$ cat src/rtl/kf8253_pkg.sv
// kf8253_pkg: shared types and decode helpers for the 8253 timer channel.
package kf8253_pkg;

   typedef enum logic [1:0] {
      MODE0 = 2'd0,
      MODE2 = 2'd1,
      MODE3 = 2'd2,
      MODE4 = 2'd3
   } mode_t;

   typedef enum logic [1:0] {
      RW_LATCH = 2'd0,
      RW_LSB   = 2'd1,
      RW_MSB   = 2'd2,
      RW_BOTH  = 2'd3
   } rw_t;

   typedef enum logic [1:0] {
      IDLE  = 2'd0,
      LOAD  = 2'd1,
      COUNT = 2'd2
   } count_state_t;

   // Modes 1/5 fold onto 0/4 and the don't-care encodings 6/7 onto 2/3.
   function automatic mode_t decode_mode(input logic [2:0] field);
      mode_t m;
      case (field)
         3'd0, 3'd1: m = MODE0;
         3'd2, 3'd6: m = MODE2;
         3'd3, 3'd7: m = MODE3;
         3'd4, 3'd5: m = MODE4;
         default:    m = MODE0;
      endcase
      return m;
   endfunction

endpackage

$ cat src/rtl/kf8253_edge_sync.sv
// kf8253_edge_sync: multi-stage synchroniser for an asynchronous input with
// level, rising-edge and falling-edge outputs in the system clock domain.
module kf8253_edge_sync #(
   parameter int SYNC_STAGES = 2
) (
   input  logic clock,
   input  logic reset_n,
   input  logic async_in,
   output logic level,
   output logic rise,
   output logic fall
);

   logic [SYNC_STAGES-1:0] sync_r;
   logic                   prev_r;

   // Shift the input through the synchroniser and keep one delayed copy for edge detection.
   always_ff @(posedge clock or negedge reset_n) begin
      if (!reset_n) begin
         sync_r <= {SYNC_STAGES{1'b0}};
         prev_r <= 1'b0;
      end else begin
         sync_r <= {sync_r[SYNC_STAGES-2:0], async_in};
         prev_r <= sync_r[SYNC_STAGES-1];
      end
   end

   assign level = sync_r[SYNC_STAGES-1];
   assign rise  = level & ~prev_r;
   assign fall  = ~level & prev_r;

endmodule

$ cat src/rtl/kf8253_counter_channel.sv
// kf8253_counter_channel: one 8253 counting channel (modes 0, 2, 3, 4; binary
// counting). Holds mode, count register, counting element and output latch.
module kf8253_counter_channel
   import kf8253_pkg::*;
#(
   parameter int SYNC_STAGES = 2
) (
   input  logic       clock,
   input  logic       reset_n,
   input  logic [7:0] internal_data_bus,
   input  logic       write_control,
   input  logic       write_counter,
   input  logic       read_counter,
   input  logic       counter_clock,
   input  logic       gate,
   output logic       counter_out,
   output logic [7:0] read_data
);

   mode_t        mode_r, ctrl_mode_s;
   rw_t          rw_r, ctrl_rw_s;
   count_state_t state_r, state_nxt_s;
   logic         bcd_r, wr_toggle_r, rd_toggle_r, latch_pending_r, read_prev_r;
   logic         out_r, reload_r, out_nxt_s, reload_nxt_s;
   logic [7:0]   lsb_r;
   logic [15:0]  count_reg_r, element_r, latch_r, element_nxt_s;
   logic [15:0]  dec1_s, dec2_s, high2_s, low2_s, read_src_s;
   logic         count_edge_s, cclk_level_s, cclk_rise_s;
   logic         gate_level_s, gate_rise_s, gate_fall_s;
   logic         ctrl_load_s, write_complete_s, halt_s, read_fall_s, periodic_s;
   logic         unused_s;

   kf8253_edge_sync #(.SYNC_STAGES(SYNC_STAGES)) u_cclk_sync (
      .clock(clock), .reset_n(reset_n), .async_in(counter_clock),
      .level(cclk_level_s), .rise(cclk_rise_s), .fall(count_edge_s)
   );

   kf8253_edge_sync #(.SYNC_STAGES(SYNC_STAGES)) u_gate_sync (
      .clock(clock), .reset_n(reset_n), .async_in(gate),
      .level(gate_level_s), .rise(gate_rise_s), .fall(gate_fall_s)
   );

   assign ctrl_rw_s   = rw_t'(internal_data_bus[5:4]);
   assign ctrl_mode_s = decode_mode(internal_data_bus[3:1]);
   assign ctrl_load_s = write_control && (ctrl_rw_s != RW_LATCH);
   assign write_complete_s = write_counter && ((rw_r == RW_LSB) || (rw_r == RW_MSB) ||
                                               ((rw_r == RW_BOTH) && wr_toggle_r));
   // Mode 0 stops counting between the two bytes of a 16-bit rewrite.
   assign halt_s      = (mode_r == MODE0) && (rw_r == RW_BOTH) && wr_toggle_r;
   assign read_fall_s = read_prev_r && !read_counter;
   assign periodic_s  = (mode_r == MODE2) || (mode_r == MODE3);
   assign dec1_s      = element_r - 16'd1;
   assign dec2_s      = element_r - 16'd2;
   // Mode 3 half periods are held doubled so the element steps by two: high gets the odd extra count.
   assign low2_s      = {count_reg_r[15:1], 1'b0};
   assign high2_s     = low2_s + {14'd0, count_reg_r[0], 1'b0};
   assign unused_s    = ^{internal_data_bus[7:6], bcd_r, cclk_level_s, cclk_rise_s, gate_fall_s};

   // Channel state register.
   always_ff @(posedge clock or negedge reset_n) begin
      if (!reset_n) begin
         state_r <= IDLE;
      end else begin
         state_r <= state_nxt_s;
      end
   end

   // Next state: control words park the channel; complete counts arm a load.
   always_comb begin
      state_nxt_s = state_r;
      if (ctrl_load_s) begin
         state_nxt_s = IDLE;
      end else if (write_complete_s) begin
         if ((state_r == COUNT) && periodic_s) begin
            state_nxt_s = COUNT;
         end else begin
            state_nxt_s = LOAD;
         end
      end else if ((state_r == LOAD) && count_edge_s && !halt_s) begin
         state_nxt_s = COUNT;
      end else begin
         state_nxt_s = state_r;
      end
   end

   // Element, output and gate-reload updates for the current cycle.
   always_comb begin
      element_nxt_s = element_r;
      out_nxt_s     = out_r;
      reload_nxt_s  = reload_r | ((state_r == COUNT) && periodic_s && gate_rise_s);
      if (ctrl_load_s) begin
         out_nxt_s    = (ctrl_mode_s != MODE0);
         reload_nxt_s = 1'b0;
      end else if (write_counter && (mode_r == MODE0)) begin
         out_nxt_s = 1'b0;
      end else if (count_edge_s && !halt_s && (state_r == LOAD)) begin
         element_nxt_s = (mode_r == MODE3) ? high2_s : count_reg_r;
         out_nxt_s     = (mode_r != MODE0);
         reload_nxt_s  = 1'b0;
      end else if (count_edge_s && !halt_s && (state_r == COUNT) && gate_level_s) begin
         case (mode_r)
            MODE0: begin
               element_nxt_s = dec1_s;
               out_nxt_s     = out_r | (dec1_s == 16'd0);
            end
            MODE2: begin
               if (reload_r || gate_rise_s || (element_r == 16'd1)) begin
                  element_nxt_s = count_reg_r;
                  out_nxt_s     = 1'b1;
                  reload_nxt_s  = 1'b0;
               end else begin
                  element_nxt_s = dec1_s;
                  out_nxt_s     = (dec1_s != 16'd1);
               end
            end
            MODE3: begin
               if (reload_r || gate_rise_s) begin
                  element_nxt_s = high2_s;
                  out_nxt_s     = 1'b1;
                  reload_nxt_s  = 1'b0;
               end else if (element_r == 16'd2) begin
                  element_nxt_s = out_r ? low2_s : high2_s;
                  out_nxt_s     = !out_r;
               end else begin
                  element_nxt_s = dec2_s;
               end
            end
            MODE4: begin
               element_nxt_s = dec1_s;
               out_nxt_s     = (dec1_s != 16'd0);
            end
            default: begin
               element_nxt_s = element_r;
            end
         endcase
      end else if ((state_r == COUNT) && periodic_s && !gate_level_s) begin
         out_nxt_s = 1'b1;
      end else begin
         element_nxt_s = element_r;
      end
   end

   // Counting element, output pin and pending gate reload.
   always_ff @(posedge clock or negedge reset_n) begin
      if (!reset_n) begin
         element_r <= 16'd0;
         out_r     <= 1'b0;
         reload_r  <= 1'b0;
      end else begin
         element_r <= element_nxt_s;
         out_r     <= out_nxt_s;
         reload_r  <= reload_nxt_s;
      end
   end

   // Control word, count byte assembly, latch and read toggle bookkeeping.
   always_ff @(posedge clock or negedge reset_n) begin
      if (!reset_n) begin
         mode_r          <= MODE0;
         rw_r            <= RW_BOTH;
         bcd_r           <= 1'b0;
         count_reg_r     <= 16'd0;
         lsb_r           <= 8'd0;
         wr_toggle_r     <= 1'b0;
         rd_toggle_r     <= 1'b0;
         latch_r         <= 16'd0;
         latch_pending_r <= 1'b0;
      end else if (write_control) begin
         if (ctrl_rw_s == RW_LATCH) begin
            if (!latch_pending_r) begin
               latch_r         <= element_r;
               latch_pending_r <= 1'b1;
            end
         end else begin
            mode_r          <= ctrl_mode_s;
            rw_r            <= ctrl_rw_s;
            bcd_r           <= internal_data_bus[0];
            latch_pending_r <= 1'b0;
            wr_toggle_r     <= 1'b0;
            rd_toggle_r     <= 1'b0;
         end
      end else begin
         if (write_counter) begin
            case (rw_r)
               RW_LSB:  count_reg_r <= {8'h00, internal_data_bus};
               RW_MSB:  count_reg_r <= {internal_data_bus, 8'h00};
               RW_BOTH: begin
                  if (!wr_toggle_r) begin
                     lsb_r <= internal_data_bus;
                  end else begin
                     count_reg_r <= {internal_data_bus, lsb_r};
                  end
                  wr_toggle_r <= !wr_toggle_r;
               end
               default: count_reg_r <= count_reg_r;
            endcase
         end
         if (read_fall_s) begin
            if (rw_r == RW_BOTH) begin
               rd_toggle_r <= !rd_toggle_r;
               if (rd_toggle_r) begin
                  latch_pending_r <= 1'b0;
               end
            end else begin
               latch_pending_r <= 1'b0;
            end
         end
      end
   end

   // Delayed read strobe for detecting the end of each read.
   always_ff @(posedge clock or negedge reset_n) begin
      if (!reset_n) begin
         read_prev_r <= 1'b0;
      end else begin
         read_prev_r <= read_counter;
      end
   end

   assign read_src_s  = latch_pending_r ? latch_r : element_r;
   assign counter_out = out_r;

   // Select the read-back byte from the latch or live element.
   always_comb begin
      read_data = read_src_s[7:0];
      case (rw_r)
         RW_LSB:  read_data = read_src_s[7:0];
         RW_MSB:  read_data = read_src_s[15:8];
         RW_BOTH: read_data = rd_toggle_r ? read_src_s[15:8] : read_src_s[7:0];
         default: read_data = read_src_s[7:0];
      endcase
   end

endmodule

$ cat config.mk
export PLATFORM = sky130hd
export DESIGN_NAME = kf8253_counter_channel
export DESIGN_NICKNAME = d
export VERILOG_FILES = /design/src/rtl/kf8253_pkg.sv /design/src/rtl/kf8253_edge_sync.sv /design/src/rtl/kf8253_counter_channel.sv
export SDC_FILE = /design/constraint.sdc
export NUM_CORES = 1
export LEC_CHECK = 0
export CAP_MARGIN = 10
export CELL_PAD_IN_SITES_DETAIL_PLACEMENT = 2
export CELL_PAD_IN_SITES_GLOBAL_PLACEMENT = 2
export CORE_MARGIN = 4
export CORE_UTILIZATION = 35
export DETAILED_ROUTE_END_ITERATION = 6
export PLACE_DENSITY_LB_ADDON = 0.1
export SETUP_SLACK_MARGIN = 0.02
export SLEW_MARGIN = 20
export SYNTH_ARGS = -nofsm -noshare
export SYNTH_HDL_FRONTEND = slang
export SYNTH_SLANG_ARGS = --single-unit
export TNS_END_PERCENT = 20
$ cat constraint.sdc
create_clock -name clock -period 3.05 [get_ports clock]
set_input_delay 0.61 -clock clock [delete_from_list [all_inputs] [get_ports clock]]
set_output_delay 0.61 -clock clock [all_outputs]
set_load 0.01 [all_outputs]
==> impl_metrics.yaml <==
synth:
  synth_ff_type: "dfrtp_1"
  syn_nets: 664
  synth_compound_area_frac: 0.190
  netlist-cell-type-count: 70
  ys_seq_area_frac: 0.339
  syn_area_per_cell_um2: 8.62
  synth_mux_area_frac: 0.0961
  synth_simple_gate_area_frac: 0.217
  synthCells: 634
  synthXorXnorAreaFrac: 0.0657
  yosysWarnings: 0
  ys_seq_elements: 74
  synth-adder-area-share: 0.0343
  synth_edf_count: 0
  synth_top_family_by_area: "simple AND/OR/NAND/NOR gates"
  synthArstFlopShare: 1.00
  synthesis.area_mm2: 0.00547
sta:
  relSlewSlack: 0.371
  final.setup.worst_slack_ns: 0.0745
  max_freq_mhz: 336
  layout_min_cycle_time_ns: 2.98
  hold_ws_ns: 0.304
  finalSetupViolations: 0
  finalClockSkew_ns: 0.00790
  tightest_slew_ns: 0.944
  timing.final.crit_share: 0.976
  final_hold_viol_count: 0
  rsz0062_at_grt: "yes"
  maxSlewViolCount: 0
job:
  drv_cap: 0
power_and_ir_drop:
  power.internal_uw: 3170
  switchingPower_uw: 2600
  vdd_ir_drop_max_mv: 0.379
  p_leak_uw: 0.00276
  pwr_density_cell_mw_per_mm2: 888
  swShare: 0.451
  power.share.clock: 0.193
  sequentialPowerShare: 0.301
  power_uw: 5770
  p_comb_frac: 0.505
layout:
  nNetsFinal: 700
  register_area_mm2: 0.00186
  areaGrowthSynthToFinish_pct: 18.9
  fin_cells: 886
  multi_input_area_mm2: 0.00335
  antennaDiodeCount: 0
  drive_above_1_share: 0.181
  final_core_util: 0.426
  fillers: 1716
drt:
  first_pass_iters: 5
  wire_per_inst_um: 24.8
  drc: 0
  drtIter0Drc: 273
  finalWirelength_um: 22000
  viasPerCell: 5.99
  ant_nets: 0
  vias: 5309
worst_setup_path:
  worstSetupPathType: "reg2reg"
  critPathMaxFanout: 5
  startpoint_type: "register"
  worstSetupEndpointType: "register"
  critPathArrivalTime_ns: 3.24
  critPathRequiredTime_ns: 3.32
  reg2regPathDepth: 10
floorplanning:
  initial_core_util: 0.358
  die_h_um: 133
  dieArea_mm2: 0.0177
  core_mm2: 0.0153
  die_width_um: 133
  io_pins: 24
  row_count: 45
grt:
  grt_pass1_wl_um: 34700
  grt_usage: 0.253
  antenna_found_initial: 0
  grt_max_degree: 50
  grt_remaining_overflow: 0
  grt_pass1_vias: 5759
run_status:
  run_status: "finished, final reports clean"
clocking:
  clk_latency_ns: 0.35
  clkTransAtPathRegs_ns: 0.06
  htreeDepth: 3
  clock_path_buffers: 2
  cts_sinks: 74
  tritoncts: "done"
  cts_hold_buf: 0
  clockRootBuffer: "clkbuf_16"
  cts_buffers: 9
placed_design:
  portBuffers: 23
  pre_cts_slack_ns: 0.00559
  hpwlAfterDp_um: 17100
  gp_congestion: 0.920
  place_inst: 870
min_path:
  hold_class: "in2async"
[path summary, 6_finish.rpt]
| kind | end | from | slack, ns |
|---|---|---|---|
| max | counter_out$_DFFE_PN0P_ | element_r[1]$_DFFE_PN0P_ | 0.07 |
| min | element_r[14]$_DFFE_PN0P_ | reset_n | 0.30 |
| max reg2reg | counter_out$_DFFE_PN0P_ | element_r[1]$_DFFE_PN0P_ | 0.07 |
| min reg2reg | u_gate_sync.sync_r[1]$_DFF_PN0_ | u_gate_sync.sync_r[0]$_DFF_PN0_ | 0.35 |
| max in group asynchronous | latch_r[14]$_DFFE_PN0P_ | reset_n | 2.06 |
| min in group clock | u_gate_sync.sync_r[1]$_DFF_PN0_ | u_gate_sync.sync_r[0]$_DFF_PN0_ | 0.35 |
[registers in the layout, summed over array words and instances, names as in the netlist, 8 cells and up]
| signal | cells |
|---|---|
| lsb_r | 8 |
| count_reg_r | 16 |
| element_r | 16 |
| latch_r | 16 |
[worst max-delay path, stage by stage (launching register included)]
cell and delay (ns):
dfrtp_2 0.36, inv_2 0.07, buf_4 0.15, ha_1 0.24
a211o_1 0.32, nor4_4 0.27, xor2_2 0.12, or4_4 0.58
or4_1 0.52, nand4_1 0.12, o2bb2ai_1 0.13
[cell usage after synthesis (7+ instances only)]
library cell	instances	area [µm²]
o211ai_1	11	82.6
nand2_1	63	236
nand4_1	13	81.3
xor2_1	19	166
a221oi_1	13	114
mux2_2	28	315
xnor2_1	22	193
inv_1	17	63.8
o21ai_0	24	120
mux2i_1	21	210
nor2_1	55	206
nor3_1	8	40.0
a21oi_1	39	195
o22ai_1	15	93.8
nand3_1	27	135
a211oi_1	7	52.6
ha_1	15	188
and3_1	9	56.3
clkbuf_1	38	143
dfrtp_1	72	1800
nor4_1	9	56.3
[through the flow]
step / area, µm² / TNS (ns)
after floorplan: 5490 / 0
after global placement: 6150 / 0
after detailed placement: 6150 / 0
after CTS: 6470 / 0
after global routing: 6500 / -0.0336
final: 6500 / 0
[final cells by class]
| class | count | share of cell area |
|---|---|---|
| multi-input cells | 490 | 0.516 |
| flip-flops and latches | 74 | 0.286 |
| repair buffers | 78 | 0.101 |
| well taps | 211 | 0.0406 |
| clock buffers | 9 | 0.0347 |
| clock inverters | 7 | 0.0119 |
| inverters | 17 | 0.00982 |
[power by group through the flow]
stage          logic, µW  registers (µW)  clock network [µW]
3_3_place_gp        2720            1710                   0
4_1_cts             2880            1730                1140
2_1_floorplan       1890            1530                   0
5_1_grt             3160            1790                1190
6_report            2920            1740                1120
3_5_place_dp        2840            1750                   0
[cell families (layout without fill, tap and decap cells)]
kind of cell	Yosys count	after routing
AND/OR/NAND/NOR	232	232
AO/OA/AOI/OAI	153	153
flip-flops	74	74
buffers and inverters	70	111
multiplexers	49	49
XOR/XNOR	41	41
adder cells (fa/ha/maj)	15	15
[per-layer routing]
metal / up-vias / track usage / share of wire
met5: - / 0 / 0
met2: 125 / 0.428 / 0.50
li1: 2391 / - / -
met3: 31 / 0.0354 / 0.031
met1: 2762 / 0.335 / 0.45
met4: 0 / 0.0814 / 0.024
[repair_timing]
action | CTS | global route
resized for setup | 3 | 10
buffers inserted | 0 | 0
endpoints found under the setup margin | 1 | 9
pin swaps | 1 | 2
[cell usage in the layout, fill, tap and decap left out, types with 3 or more instances in the layout]
| cell type | synthesis | layout |
|---|---|---|
| or3_1 | 4 | 4 |
| buf_4 | 1 | 55 |
| clkdlybuf4s50_1 | 0 | 17 |
| nand3b_1 | 4 | 4 |
| o31ai_1 | 4 | 4 |
| nor2b_1 | 6 | 6 |
| mux2i_1 | 21 | 21 |
| mux2_2 | 28 | 27 |
| a221oi_1 | 13 | 13 |
| a21oi_1 | 39 | 39 |
| nand2_1 | 63 | 63 |
| a211oi_1 | 7 | 6 |
| inv_1 | 17 | 16 |
| nand3_1 | 27 | 27 |
| xor2_1 | 19 | 18 |
| nor3_1 | 8 | 8 |
| nand2b_1 | 3 | 3 |
| a31oi_1 | 5 | 5 |
| o221ai_1 | 5 | 5 |
| nor3b_1 | 6 | 6 |
| a211o_1 | 4 | 4 |
| and3_1 | 9 | 9 |
| a21o_1 | 3 | 3 |
| nor2_1 | 55 | 55 |
| o211ai_1 | 11 | 11 |
| dlymetal6s2s_1 | 0 | 5 |
| clkbuf_16 | 0 | 9 |
| nor4_1 | 9 | 8 |
| xnor2_1 | 22 | 22 |
| o21ai_0 | 24 | 24 |
| ha_1 | 15 | 14 |
| a311oi_1 | 3 | 3 |
| or2_2 | 3 | 3 |
| dfrtp_1 | 72 | 71 |
| nand4_1 | 13 | 13 |
| o22ai_1 | 15 | 15 |
(Power assumes the default switching activity.)
